File: config.mk
export PLATFORM = sky130hd
export DESIGN_NAME = gate_logic_unit
export DESIGN_NICKNAME = d
export VERILOG_FILES = /design/src/rtl/gate_pkg.sv /design/src/rtl/gate_op.sv /design/src/rtl/gate_logic_unit.sv
export SDC_FILE = /design/constraint.sdc
export NUM_CORES = 1
export LEC_CHECK = 0
export ABC_AREA = 1
export BUFFER_PORTS_ARGS = -buffer_cell sky130_fd_sc_hd__buf_2
export CORE_MARGIN = 2
export CORE_UTILIZATION = 47
export CTS_CLUSTER_SIZE = 12
export DETAILED_ROUTE_END_ITERATION = 7
export PLACE_DENSITY = 0.67
export REMOVE_ABC_BUFFERS = 1
export SYNTH_ARGS = -nofsm -noshare
export SYNTH_HDL_FRONTEND = slang
export SYNTH_SLANG_ARGS = --single-unit
File: constraint.sdc
create_clock -name CLK -period 3.65 [get_ports CLK]
set_input_delay 0.1825 -clock CLK [delete_from_list [all_inputs] [get_ports CLK]]
set_output_delay 0.1825 -clock CLK [all_outputs]
set_load 0.02 [all_outputs]
File: src/rtl/gate_pkg.sv
// Shared definitions for the gate logic unit: operation encodings, default
// operand width and the output-buffer occupancy states.
package gate_pkg;

    localparam int GATE_WIDTH_DEFAULT = 8;
    localparam int GATE_OP_W          = 3;

    typedef enum logic [GATE_OP_W-1:0] {
        OP_AND  = 3'b000,
        OP_OR   = 3'b001,
        OP_XOR  = 3'b010,
        OP_NAND = 3'b011,
        OP_NOR  = 3'b100,
        OP_XNOR = 3'b101,
        OP_NOTA = 3'b110,
        OP_PASS = 3'b111
    } op_e;

    // Occupancy of the 2-entry output buffer.
    typedef enum logic [1:0] {
        OCC_EMPTY = 2'd0,
        OCC_ONE   = 2'd1,
        OCC_TWO   = 2'd2
    } occ_e;

endpackage

File: src/rtl/gate_op.sv
// Combinational bitwise gate: applies the selected operation across all
// WIDTH bits of A and B. Kept standalone so gate-level benches can reuse it.
module gate_op
    import gate_pkg::*;
#(
    parameter int WIDTH = GATE_WIDTH_DEFAULT
) (
    input  logic [WIDTH-1:0]     A,
    input  logic [WIDTH-1:0]     B,
    input  logic [GATE_OP_W-1:0] OP,
    output logic [WIDTH-1:0]     X
);

    // Operation decode; B is unused by NOT A and PASS A.
    always_comb begin
        X = '0;
        case (op_e'(OP))
            OP_AND:  X = A & B;
            OP_OR:   X = A | B;
            OP_XOR:  X = A ^ B;
            OP_NAND: X = ~(A & B);
            OP_NOR:  X = ~(A | B);
            OP_XNOR: X = ~(A ^ B);
            OP_NOTA: X = ~A;
            OP_PASS: X = A;
            default: X = '0;
        endcase
    end

endmodule

File: src/rtl/gate_logic_unit.sv
// Gate logic unit: accepts (A, B, OP) with a valid/ready handshake, computes
// the bitwise result and queues it in a 2-entry buffer. The head of the buffer
// is presented on X with its AND/OR/XOR reductions, and completed output
// handshakes are counted in TXN_CNT.
module gate_logic_unit
    import gate_pkg::*;
#(
    parameter int WIDTH = GATE_WIDTH_DEFAULT,
    parameter int CNT_W = 16
) (
    input  logic                 CLK,
    input  logic                 RST,
    input  logic [WIDTH-1:0]     A,
    input  logic [WIDTH-1:0]     B,
    input  logic [GATE_OP_W-1:0] OP,
    input  logic                 IN_VALID,
    output logic                 IN_READY,
    output logic [WIDTH-1:0]     X,
    output logic                 RED_AND,
    output logic                 RED_OR,
    output logic                 RED_XOR,
    output logic                 OUT_VALID,
    input  logic                 OUT_READY,
    output logic [CNT_W-1:0]     TXN_CNT
);

    occ_e             occ;
    logic [WIDTH-1:0] head;
    logic [WIDTH-1:0] tail;
    logic [CNT_W-1:0] cnt;
    logic [WIDTH-1:0] result;
    logic             push;
    logic             pop;

    // Result is computed from the operands offered this cycle, so OP is
    // captured per transaction along with A and B.
    gate_op #(
        .WIDTH(WIDTH)
    ) u_gate_op (
        .A (A),
        .B (B),
        .OP(OP),
        .X (result)
    );

    // Ready depends only on registered occupancy and reset, never on OUT_READY.
    assign IN_READY  = (occ != OCC_TWO) && !RST;
    assign OUT_VALID = (occ != OCC_EMPTY);
    assign push      = IN_VALID && IN_READY;
    assign pop       = OUT_VALID && OUT_READY;

    // Head is kept at zero whenever the buffer is empty, so X and the
    // reductions of zero (all 0) fall out directly without extra muxing.
    assign X       = head;
    assign RED_AND = &head;
    assign RED_OR  = |head;
    assign RED_XOR = ^head;
    assign TXN_CNT = cnt;

    // Buffer occupancy FSM with head/tail storage and the completion counter.
    always_ff @(posedge CLK) begin
        if (RST) begin
            occ  <= OCC_EMPTY;
            head <= '0;
            tail <= '0;
            cnt  <= '0;
        end else begin
            if (pop) begin
                cnt <= cnt + CNT_W'(1);
            end
            case (occ)
                OCC_EMPTY: begin
                    if (push) begin
                        head <= result;
                        occ  <= OCC_ONE;
                    end
                end
                OCC_ONE: begin
                    case ({push, pop})
                        2'b10: begin
                            tail <= result;
                            occ  <= OCC_TWO;
                        end
                        2'b01: begin
                            head <= '0;
                            occ  <= OCC_EMPTY;
                        end
                        2'b11: begin
                            // Head leaves and the new result takes its place.
                            head <= result;
                        end
                        default: begin
                            head <= head;
                        end
                    endcase
                end
                OCC_TWO: begin
                    // IN_READY is low here, so only a pop can occur.
                    if (pop) begin
                        head <= tail;
                        tail <= '0;
                        occ  <= OCC_ONE;
                    end
                end
                default: begin
                    occ  <= OCC_EMPTY;
                    head <= '0;
                    tail <= '0;
                end
            endcase
        end
    end

endmodule

==> impl_metrics.toml <==
[min_path]
hold_path_class = "primary input to flip-flop"

[finish]
final_util = 0.546
antenna_cells = 0
fin_nets = 524
nFillCells = 595
layoutNonFillerInstCount = 551
multiInputGateArea_um2 = 1790
drive_gt1_frac = 0.187
area_growth_pct = 13.4
seq_area_um2 = 681

[logic_synthesis]
seq_area_frac_synth = 0.241
synth_top_area_cell = "dfxtp_1"
yosys_warnings = 0
ys_ff_latch = 34
synth.top_cell.area_share = 0.241
ys_types = 31
async_flop_share = 0
synth-main-ff-cell = "dfxtp_1"
synth_most_common_cell = "nand2_1"
netlist_top_cells_count = "nand2_1, inv_1, nand3_1"
synth_edf_count = 0
avgSynthCellArea_um2 = 6.51
postSynthCellCount = 433
syn-cell-area_um2 = 2820
synthTopCellsByArea = "dfxtp_1, nand2_1, ha_1, inv_1, nand3_1"

[clocking]
cts-root-buf = "clkbuf_8"
numClockSinks = 34
post_cts_buffers = 0
cts_hold_buf = 0
cts-resized-gates = 0
cts.path.max_buffers = 2
htree_levels = 2
cts_buffers = 5
clock_insertion_delay_worst_skew_ns = 0.28
tritoncts = "done"
clk_pin_slew_ns = 0.07

[detailed_routing]
ant_nets = 0
drtIter0Drc = 135
wl_um = 6590
routed_via_density = 5.20
vias = 2865
wl_per_cell_um = 12.0
drc = 0
firstDrtPassIters = 4

[place]
dpl.cell_count = 544
place_hpwl_um = 5000
gp_congestion = 0.793
port_buffers = 51
pre_cts_ws_ns = 1.41

[pwr]
peakVddDrop_mv = 0.181
leakagePower_nw = 1.61
cellPowerDensity_nw_per_um2 = 338
p_total_w = 0.00108

[floorplanning]
die_h_um = 81.4
rows = 28
initial_core_util = 0.482
core_region_area_um2 = 5850
die_x_um = 81.4
ios = 52
dieArea_um2 = 6630

[setup_path]
worstPathRequired_ns = 3.86
critPathMaxStageDelay_ns = 0.68
path_depth = 11
cp_top_family = "simple AND/OR/NAND/NOR gates"
r2r_cells = 7
worstPathMaxFanout = 15
cp-end-kind = "flip-flop"
crit_start = "OP[0]"
worstSetupPathType = "primary input to flip-flop"
rrSetupSlack_ns = 1.68
cp-endpoint = "X[5]"
path_cells = "buf_2 > inv_1 > nor2_1 > nand2_1 > nor2_1 > nor2_1 > nand2_1 > nand3_1 > nand3_1 > nand2_1 > a21oi_1"
startpoint_type = "primary input"
r2r-end = "X[7]"
cp_slowest_cell = "nor2_1"
r2r-start = "occ[0]"
cp.arrival_ns = 2.21
cp_num_buf_inv = 2

[sta]
setup_violations = 0
fmaxAchievable_ghz = 0.502
layout_min_cycle_time_ns = 1.99
setup_ws_ns = 1.66
hold_viol = 0
slew_headroom = 0.471
grt_setup_unrepaired = "no"
worstMarginPinSlew_ns = 0.791
drv_slew = 0
fin_tns_setup_ns = 0
post-route-period-util = 0.546
clock_skew_ns = 0.00492

[global_routing]
grt_pass1_vias = 2576
grt_pass1_wl_um = 11100
grt_remaining_overflow = 0
antenna_found_initial = 0
grt_use_total = 0.209
grt_max_degree = 26

[status]
status = "finished, final reports clean"

[job]
cap_violations = 0
[registers in the layout, indices dropped and copies added, names as in the netlist]
signal,count
TXN_CNT,16
X,8
tail,8
occ,2
[metrics by stage]
| step | cell area [um2] | hold slack, ns |
|---|---|---|
| after floorplan | 2730 | 0.252 |
| after global placement | 3080 | 0.451 |
| after detailed placement | 3080 | 0.473 |
| after CTS | 3200 | 0.281 |
| after global routing | 3200 | 0.297 |
| final | 3200 | 0.285 |
[worst reg2reg max path, cell delays in order, from the launching register on]
cell and delay, ns:
dfxtp_1 0.38, inv_2 0.09, nor2_2 0.56, nand2_1 0.19, nand2_2 0.22, inv_1 0.19, nand2_1 0.14, a21oi_1 0.07
[power by group]
group          internal [W]  switching [W]
clock network      0.000218       0.000133
logic              0.000108       0.000209
registers          0.000394      0.0000183
[cell type report]
cell class	instances	area share
Multi-Input combinational cell	314	0.560
Clock buffer	6	0.0258
Sequential cell	34	0.213
Clock inverter	1	0.00940
Tap cell	75	0.0294
Timing Repair Buffer	51	0.0799
Inverter	70	0.0830
[logic make-up (layout without fill, tap and decap cells)]
| kind of cell | count (synthesis) | count (layout) | share of synthesized area |
|---|---|---|---|
| buffers and inverters | 85 | 128 | 0.124 |
| AND/OR/NAND/NOR | 228 | 228 | 0.405 |
| AO/OA/AOI/OAI | 57 | 57 | 0.106 |
| XOR/XNOR | 4 | 4 | 0.0124 |
| adder cells (fa/ha/maj) | 25 | 25 | 0.111 |
| flip-flops | 34 | 34 | 0.241 |
[worst min path at each step]
stage	slack, ns	start	cells after the start	to
floorplan	0.25	RST	1	X[0]
global route	0.30	OUT_READY	4	occ[0]
global placement	0.45	TXN_CNT[13]	2	TXN_CNT[13]
finish	0.29	OUT_READY	4	occ[0]
CTS	0.28	OUT_READY	4	occ[0]
detailed placement	0.47	TXN_CNT[13]	2	TXN_CNT[13]
[layout by cell type, fill, tap and decap left out, types with 2 or more instances in the layout]
cell,instances
ha_1,25
o21ai_0,19
nand4_1,26
dfxtp_1,34
buf_2,51
a21oi_1,31
inv_1,64
nand2_1,97
nand3_1,42
nand3_4,2
nand2_4,3
nand2_2,4
nor3_1,3
nor2_2,4
inv_2,5
nor2_1,37
nor2_8,2
clkbuf_8,6
o21ai_1,4
xnor2_1,3
nor2_4,5
[routing by layer]
| metal | vias to the layer above | share of wire | track usage |
|---|---|---|---|
| li1 | 1486 | - | - |
| met1 | 1329 | 0.45 | 0.257 |
| met2 | 44 | 0.51 | 0.376 |
| met3 | 6 | 0.034 | 0.0363 |
| met4 | 0 | 0.010 | 0.0542 |
| met5 | - | 0 | 0 |
No activity file was read; power rests on OpenSTA's default activity.
